<file path="src/rtl/uart_pkg.sv">
// Shared UART constants and the frame state type, imported by both the TX and RX sides.
package uart_pkg;

  typedef enum logic [1:0] {IDLE, START, DATA, STOP} uart_state_t;

  localparam int   UART_OVERSAMPLE = 16;
  localparam logic UART_IDLE_LEVEL = 1'b1;
  localparam int   UART_DATA_BITS  = 8;

  // Counter width able to hold 0..n-1, never narrower than one bit.
  function automatic int uart_cnt_width(input int n);
    return (n > 1) ? $clog2(n) : 1;
  endfunction

endpackage

</file>
<file path="src/rtl/uart_bit_timer.sv">
// Oversample phase counter: advances on tick16 and flags the tick at which phase hits COMPARE.
module uart_bit_timer
  import uart_pkg::*;
#(
  parameter int OVERSAMPLE = UART_OVERSAMPLE,
  parameter int COMPARE    = OVERSAMPLE - 1
) (
  input  logic clock,
  input  logic reset,
  input  logic tick16,
  input  logic clear,
  output logic bit_end
);

  localparam int              PW   = uart_cnt_width(OVERSAMPLE);
  localparam logic [PW-1:0] LAST = PW'(OVERSAMPLE - 1);
  localparam logic [PW-1:0] CMP  = PW'(COMPARE);

  logic [PW-1:0] phase_reg;

  always_ff @(posedge clock or posedge reset) begin
    if (reset) begin
      phase_reg <= '0;
    end else if (clear) begin
      phase_reg <= '0;
    end else if (tick16) begin
      phase_reg <= (phase_reg == LAST) ? '0 : phase_reg + PW'(1);
    end
  end

  assign bit_end = tick16 && (phase_reg == CMP);

endmodule

</file>
<file path="src/rtl/uart_tx_frame.sv">
// UART transmitter: accepts a word on send/ready and shifts out start, data (LSB first) and stop bits.
module uart_tx_frame
  import uart_pkg::*;
#(
  parameter int DATA_BITS  = UART_DATA_BITS,
  parameter int OVERSAMPLE = UART_OVERSAMPLE,
  parameter int STOP_BITS  = 1
) (
  input  logic                 clock,
  input  logic                 reset,
  input  logic                 tick16,
  input  logic                 send,
  input  logic [DATA_BITS-1:0] data,
  output logic                 ready,
  output logic                 done,
  output logic                 tx
);

  localparam int            BW        = uart_cnt_width(DATA_BITS);
  localparam logic [BW-1:0] LAST_BIT  = BW'(DATA_BITS - 1);
  localparam logic          LAST_STOP = 1'(STOP_BITS - 1);

  uart_state_t          state_reg, state_next;
  logic [DATA_BITS-1:0] shift_reg, shift_next;
  logic [BW-1:0]        bit_cnt_reg, bit_cnt_next;
  logic                 stop_cnt_reg, stop_cnt_next;
  logic                 tx_reg, tx_next;
  logic                 done_reg, done_next;
  logic                 bit_end;
  logic                 timer_clear;

  // Holding the phase at zero while idle makes every bit, start included, last a full tick count.
  assign timer_clear = (state_reg == IDLE);

  uart_bit_timer #(
    .OVERSAMPLE(OVERSAMPLE),
    .COMPARE   (OVERSAMPLE - 1)
  ) u_bit_timer (
    .clock  (clock),
    .reset  (reset),
    .tick16 (tick16),
    .clear  (timer_clear),
    .bit_end(bit_end)
  );

  always_ff @(posedge clock or posedge reset) begin
    if (reset) begin
      state_reg <= IDLE;
    end else begin
      state_reg <= state_next;
    end
  end

  always_comb begin
    state_next = state_reg;
    case (state_reg)
      IDLE:  if (send) state_next = START;
      START: if (bit_end) state_next = DATA;
      DATA:  if (bit_end && (bit_cnt_reg == LAST_BIT)) state_next = STOP;
      STOP:  if (bit_end && (stop_cnt_reg == LAST_STOP)) state_next = IDLE;
      default: state_next = IDLE;
    endcase
  end

  always_comb begin
    ready         = (state_reg == IDLE);
    shift_next    = shift_reg;
    bit_cnt_next  = bit_cnt_reg;
    stop_cnt_next = stop_cnt_reg;
    tx_next       = tx_reg;
    done_next     = 1'b0;
    case (state_reg)
      IDLE: begin
        tx_next = UART_IDLE_LEVEL;
        if (send) begin
          shift_next    = data;
          tx_next       = ~UART_IDLE_LEVEL;
          bit_cnt_next  = '0;
          stop_cnt_next = 1'b0;
        end
      end
      START: begin
        if (bit_end) begin
          tx_next      = shift_reg[0];
          bit_cnt_next = '0;
        end
      end
      DATA: begin
        if (bit_end) begin
          shift_next = shift_reg >> 1;
          if (bit_cnt_reg == LAST_BIT) begin
            tx_next       = UART_IDLE_LEVEL;
            stop_cnt_next = 1'b0;
          end else begin
            tx_next      = shift_reg[1];
            bit_cnt_next = bit_cnt_reg + BW'(1);
          end
        end
      end
      STOP: begin
        if (bit_end) begin
          if (stop_cnt_reg == LAST_STOP) begin
            done_next = 1'b1;
          end else begin
            stop_cnt_next = 1'b1;
          end
        end
      end
      default: tx_next = UART_IDLE_LEVEL;
    endcase
  end

  always_ff @(posedge clock or posedge reset) begin
    if (reset) begin
      shift_reg    <= '0;
      bit_cnt_reg  <= '0;
      stop_cnt_reg <= 1'b0;
      tx_reg       <= UART_IDLE_LEVEL;
      done_reg     <= 1'b0;
    end else begin
      shift_reg    <= shift_next;
      bit_cnt_reg  <= bit_cnt_next;
      stop_cnt_reg <= stop_cnt_next;
      tx_reg       <= tx_next;
      done_reg     <= done_next;
    end
  end

  assign tx   = tx_reg;
  assign done = done_reg;

endmodule

</file>
<file path="config.mk">
export PLATFORM = sky130hd
export DESIGN_NAME = uart_tx_frame
export DESIGN_NICKNAME = d
export VERILOG_FILES = /design/src/rtl/uart_pkg.sv /design/src/rtl/uart_bit_timer.sv /design/src/rtl/uart_tx_frame.sv
export SDC_FILE = /design/constraint.sdc
export NUM_CORES = 1
export LEC_CHECK = 0
export ABC_CLOCK_PERIOD_IN_PS = 4000
export CAP_MARGIN = 10
export CORE_ASPECT_RATIO = 0.9
export CORE_MARGIN = 1.5
export CORE_UTILIZATION = 38
export DETAILED_ROUTE_END_ITERATION = 10
export PLACE_DENSITY = 0.67
export SLEW_MARGIN = 15
export SYNTH_ARGS = -nofsm -noshare
export SYNTH_HDL_FRONTEND = slang
export SYNTH_SLANG_ARGS = --single-unit
</file>
<file path="constraint.sdc">
create_clock -name clock -period 4 [get_ports clock]
set_input_delay 1.2 -clock clock [delete_from_list [all_inputs] [get_ports clock]]
set_output_delay 1.2 -clock clock [all_outputs]
set_load 0.01 [all_outputs]
</file>
==> results of run 1 <==
==> metrics by stage <==
step	hold slack, ps	util [%]
floorplan	495	-
global placement	487	47.4
detailed placement	490	47.4
CTS	506	48.5
global route	527	48.5
finish	503	48.5
==> layout make-up <==
class,count,area share [%]
well taps,28,2.85
clock buffers,3,1.83
multi-input cells,72,42.2
flip-flops and latches,19,38.8
clock inverters,1,0.408
repair buffers,14,11.4
inverters,8,2.45
==> placed cells by master, fill, tap and decap left out <==
cell type        instances
a2111o_1                 1
a211oi_2                 1
a21oi_1                 10
a311oi_1                 1
a41oi_1                  1
and2_1                   1
and4_4                   1
clkbuf_4                 3
clkdlybuf4s50_1         14
clkinv_2                 1
dfrtp_1                 18
dfstp_2                  1
ha_1                     9
inv_1                    8
mux2_2                   1
mux2_4                   1
mux2i_1                 10
nand2_1                  5
nand3_1                  2
nand3b_1                 1
nand4_1                  1
nor2_1                  15
nor2b_1                  2
nor3_1                   1
o21ai_0                  4
o21bai_1                 1
o31ai_1                  1
o32a_1                   1
xor2_1                   1
==> path summary, 6_finish.rpt <==
path	startpoint	to	cells past startpoint
hold / removal	tx	tx	2
min in group asynchronous	reset	shift_reg[6]	2
hold reg to reg	tx	tx	2
max in group asynchronous	reset	state_reg[1]	2
setup reg to reg	state_reg[0]	shift_reg[7]	6
setup / recovery	state_reg[0]	ready	3
==> report_power, final <==
part / switching (W) / internal [W] / total, W / leakage, nW
combinational: 0.000228 / 0.000207 / 0.000435 / 0.306
clock: 0.0000610 / 0.0000373 / 0.0000983 / 0.0177
sequential: 0.0000651 / 0.000278 / 0.000343 / 0.231
total: 0.000355 / 0.000522 / 0.000876 / 0.555
==> worst register-to-register path, stage by stage, from the launching register on <==
cell and delay [ps]:
dfrtp_1 450, inv_1 130, ha_1 660, nor2_1 130, a211oi_2 680, nand3b_1 130, o21ai_0 100
==> logic make-up (layout without fill, tap and decap cells) <==
family	Yosys count	after routing
buffers and inverters	12	26
AO/OA/AOI/OAI	21	21
XOR/XNOR	1	1
adder cells (fa/ha/maj)	9	9
multiplexers	12	12
flip-flops	19	19
AND/OR/NAND/NOR	29	29
==> layer usage <==
metal	wire length [um]	GRT usage [%]
met3	73	4.44
met1	915	18.8
met4	0	2.33
met2	783	21.9
met5	0	0
==> metrics.md, run 1 <==
| Metric | Value |
|---|---|
| Worst setup SP type | flop |
| Post-DP Area | 1200 sq um |
| Pwr dens | 714 nW/um^2 |
| Detailed Place HPWL | 1.31 mm |
| Arr. time, crit path | 1780 ps |
| RSZ-0062 raised after global routing | false |
| Leading cell types by count after synthesis | 18 x dfrtp_1, 15 x nor2_1, 10 x a21oi_1, 10 x mux2i_1, 9 x ha_1 |
| GRT Total Usage | 13.9% |
| Peak supply drop | 0.261 mV |
| Number of synthesized register bits | 19 |
| Post-synth EDFFs | 0 |
| Post-CTS Hold Buffers | 0 |
| Worst Tran Pin Value | 834 ps |
| ANT nets after route | 0 |
| Via-to-Cell Ratio | 5.11 |
| Multi-input gate area | 518 sq um |
| Initial antenna violation count | 0 |
| Setup Crit Path Kind | flop to output port |
| Final setup margin | 1020 ps |
| Diodes inserted | 0 |
| Top cell type's share of synthesized area | 43.1% |
| CORE AREA | 2530 sq um |
| IO buf count | 14 |
| Fmax | 0.335 GHz |
| Top-count cell post-synth | dfrtp_1 |
| Fill cells | 242 |
| Gr ovfl total | 0 |
| Design area | 1230 sq um |
| Setup crit end kind | output port |
| Layout Cells excl Fill | 145 |
| Slowest CP cell | clkdlybuf4s50_1 |
| Die width | 58.3 um |
| CTS Buf Count | 3 |
| Synth Area in Adders | 10.8% |
| Largest net degree at the start of global routing | 20 |
| # H-tree levels | 1 |
| Syn_nets | 124 |
| Io pins | 15 |
| Post CTS Setup Buffer Count | 0 |
| Core Rows | 17 |
| Placed cells | 141 |
| Die Span Y | 52.8 um |
| CTS tree | built |
| Status | complete, no violations |
| Combinational family with the most area after synthesis | compound AO/OA/AOI/OAI gates |
| Synth unique cells | 29 |
| Ys flop type | dfrtp_1 |
| CTS clk-pin slew, worst paths | 110 ps |
| Die area | 3080 sq um |
| Via count | 741 |
| Slew headroom | 44.3% |
| Final WL | 1.77 mm |
| Clock net sink count | 19 |
| Total Neg Setup Slack | 0 ps |
| CP Data Required Time | 2800 ps |
| Overall Power | 0.000876 W |
| Asr flop ratio synth | 100% |
| Pre-CTS setup slack | 944 ps |
| Layout cell share with drive strength beyond 1 | 7.69% |
| Clock skew | 0.569 ps |
| Deepest clock path buffer count | 2 |
| HP Class | flop to flop |
| Finish-stage setup viols | 0 |
| # Max-Cap Violations | 0 |
| Mux cell area share after synthesis | 12.1% |
| Final nets | 139 |
| Yosys warning total | 0 |
| Initial Utilization | 41.3% |
| Pre-antenna DRT Iters | 4 |
| Clk Latency, worst-skew pair | 300 ps |
| Final Max Slew Viols | 0 |
| Avg Inst Size Synth | 10.2 sq um |
| CP peak stage delay | 590 ps |
| Largest delay share family, worst path | buffers and inverters |
| Syn-to-layout area delta | 17.3% |
| Root Driver | clkbuf_4 |
| GPL Wtd Cong | 0.700 |
| Vias in the first global route | 745 |
| Final Cycle Share | 74.6% |
| Register area share after synthesis | 45.6% |
| FF-to-FF setup slack | 1640 ps |
| Avg WL per Cell | 12.2 um |
| Max reg flops | 8 |
| DRC viols | 0 |
| Fin. Hold Viols | 0 |
| Synth Instances | 103 |
| Crit path cell chain | inv_1 > ha_1 > clkdlybuf4s50_1 |
| Pleak | 0.555 nW |
| Cell Area, Synth | 1050 sq um |
| Worst path bufs/invs | 2 |
| Post-Synth XOR/XNOR Area | 0.837% |
| Simple-Gate Fraction of Synth Area | 12.8% |
| Compound-Gate Fraction of Synth Area | 13.0% |
| Seq. cell area | 477 sq um |
| Synth area leaders | dfrtp_1 43%, ha_1 11%, mux2i_1 9.6% |
| Initial DRC count | 16 |
| Post-layout min period | 2980 ps |
| PostCTS Resize Cnt | 0 |
| Global-route wire length before repair | 3.26 mm |
| Area leader, netlist | dfrtp_1 |
| Worst-path maximum fanout | 7 |
Note: power is estimated with default switching activity, not from simulation.
==> inputs of run 2 (changes only) <==
Settings changed: ABC_CLOCK_PERIOD_IN_PS 4000 to 2500, PLACE_DENSITY 0.67 to 0.69.
Clock period 4 ns to 2.5 ns, I/O delays scaled along.
==> metrics.md, run 2 (synthesis gave the netlist of run 1 again) <==
| Metric | Value |
|---|---|
| Status | complete, no violations (unchanged) |
| Pleak | 0.572 nW (was 0.555 nW) |
| Final nets | 143 (was 139) |
| Layout cell share with drive strength beyond 1 | 10.7% (was 7.69%) |
| Critical Path Source | state_reg[0] (unchanged) |
| Worst Tran Pin Value | 264 ps (was 834 ps) |
| Pwr dens | 1160 nW/um^2 (was 714 nW/um^2) |
| ANT nets after route | 0 (unchanged) |
| Vias in the first global route | 701 (was 745) |
| Commonest cells after routing, fill and taps aside | 18 x dfrtp_1, 15 x nor2_1, 14 x clkdlybuf4s50_1 (unchanged) |
| Via-to-Cell Ratio | 5.13 (was 5.11) |
| GRT Total Usage | 13.3% (was 13.9%) |
| CORE AREA | 2530 sq um (unchanged) |
| Hold path startpoint | tx (unchanged) |
| Io pins | 15 (unchanged) |
| Core Rows | 17 (unchanged) |
| Flop pwr share | 37.3% (was 39.1%) |
| Met3 Wirelength | 86 um (was 73 um) |
| Initial antenna violation count | 0 (unchanged) |
| Die width | 58.3 um (unchanged) |
| Met1 WL | 936 um (was 915 um) |
| HP Class | flop to flop (unchanged) |
| Diodes inserted | 0 (unchanged) |
| Setup crit end kind | output port (unchanged) |
| Fin. Hold Viols | 0 (unchanged) |
| Arr. time, crit path | 1640 ps (was 1780 ps) |
| Worst setup SP type | flop (unchanged) |
| Setup Crit Path Kind | flop to output port (unchanged) |
| Net Sw Frac | 40.2% (was 40.5%) |
| Commonest non-fill, non-tap cell in the layout | dfrtp_1 (unchanged) |
| Final Cycle Share | 95.7% |
| Gr ovfl total | 0 (unchanged) |
| Peak supply drop | 0.448 mV (was 0.261 mV) |
| Die area | 3080 sq um (unchanged) |
| Final WL | 1.82 mm (was 1.77 mm) |
| NetSw | 0.000593 W (was 0.000355 W) |
| Avg WL per Cell | 12.2 um (about the same) |
| Launch point of the worst reg-to-reg path | state_reg[0] (unchanged) |
| Clk Latency, worst-skew pair | 300 ps (about the same) |
| Via count | 764 (was 741) |
| Clock skew | 9.82 ps (was 0.569 ps) |
| RSZ-0062 raised after global routing | false (unchanged) |
| Cell Int Power | 0.000880 W (was 0.000522 W) |
| Clk pwr share | 10.8% (was 11.2%) |
| Largest net degree at the start of global routing | 20 (unchanged) |
| Pre-antenna DRT Iters | 4 (unchanged) |
| Post CTS Setup Buffer Count | 0 (unchanged) |
| Total Neg Setup Slack | 0 ps (unchanged) |
| CTS clk-pin slew, worst paths | 120 ps (was 110 ps) |
| IO buf count | 14 (unchanged) |
| Logic pwr share | 51.9% (was 49.7%) |
| Initial Utilization | 41.3% (unchanged) |
| CTS tree | built (unchanged) |
| Fmax | 0.418 GHz |
| Syn-to-layout area delta | 21.3% (was 17.3%) |
| CP Data Required Time | 1750 ps (was 2800 ps) |
| DRC viols | 0 (unchanged) |
| Detailed Place HPWL | 1.33 mm (was 1.31 mm) |
| Min Hold Slack | 516 ps (was 503 ps) |
| GPL Wtd Cong | 0.762 (was 0.700) |
| Deepest clock path buffer count | 2 (unchanged) |
| Global-route wire length before repair | 3.06 mm (was 3.26 mm) |
| Max reg flops | 8 (unchanged) |
| Post-CTS Hold Buffers | 0 (unchanged) |
| Root Driver | clkbuf_4 (unchanged) |
| # Max-Cap Violations | 0 (unchanged) |
| Die Span Y | 52.8 um (unchanged) |
| Post-layout min period | 2390 ps |
| CTS Buf Count | 3 (unchanged) |
| Slew headroom | 82.3% (was 44.3%) |
| Met2 routed WL | 795 um (was 783 um) |
| Initial DRC count | 9 (was 16) |
| Final Max Slew Viols | 0 (unchanged) |
| Top routing layer in use | met3 (unchanged) |
| # H-tree levels | 1 (unchanged) |
| Finish-stage setup viols | 0 (unchanged) |
| Worst-path maximum fanout | 7 (unchanged) |
| Clock net sink count | 19 (unchanged) |
## run 2: cell types whose count changed in the layout (fill, tap and decap cells not counted), sizes merged
cell | before | now
buf | 0 | 4
clkbuf | 3 | 4
clkinv | 1 | 0
## run 2: layout make-up
type / instances / area (sq um)
well taps: 28 / 35.0
flip-flops and latches: 19 / 477
clock buffers: 4 / 26.3
repair buffers: 18 / 170
multi-input cells: 72 / 531
fillers: 232 / 1260
inverters: 8 / 30.0
## run 2: power groups by stage
| stage | logic [W] | clock network (W) | registers [W] |
|---|---|---|---|
| floorplan | 0.000575 | 0 | 0.000531 |
| global placement | 0.000720 | 0 | 0.000546 |
| detailed placement | 0.000740 | 0 | 0.000556 |
| CTS | 0.000750 | 0.000166 | 0.000548 |
| global route | 0.000867 | 0.000182 | 0.000563 |
| finish | 0.000765 | 0.000159 | 0.000549 |
## run 2: layer usage
metal | track usage (%) | vias up
met4 | 1.94 | 0
met5 | 0 | -
met3 | 4.44 | 0
met1 | 16.9 | 355
met2 | 22.3 | 15
li1 | - | 394
## run 2: worst paths after layout
check / slack [ps] / cells after the start / endpoint
worst max-delay path: 110 / 3 / ready
worst min-delay path: 520 / 2 / tx
worst max register to register: 660 / 6 / bit_cnt_reg[0]
worst min register to register: 520 / 2 / tx
max in group asynchronous: 1480 / 3 / tx
min in group asynchronous: 760 / 3 / state_reg[0]
## run 2: stage by stage
step | power [W] | worst slack [ps] | instances | instance area [sq um] | util, %
detailed placement | 0.00130 | 156 | 145 | 1230 | 48.6
global placement | 0.00127 | 170 | 145 | 1230 | 48.6
global route | 0.00161 | 18.7 | 149 | 1270 | 50.1
CTS | 0.00146 | 47.6 | 149 | 1260 | 49.7
finish | 0.00147 | 107 | 149 | 1270 | 50.1
floorplan | 0.00111 | 535 | 103 | 1050 | -
## run 2: critical path: stages, from the launching register on
cell	delay [ps]
dfrtp_1	450
inv_1	160
ha_4	200
clkdlybuf4s50_1	540
## run 2: timing repair
item / in CTS / in global routing
setup endpoints to repair: 1 / 1
pin swaps: 0 / 0
resized for setup: 1 / 1
==> inputs of run 3 (changes only) <==
Settings changed: CTS_CLUSTER_SIZE set to 10.
==> results of run 3 <==
Same layout as run 2: the final DEF is identical, and so are final timing and power.
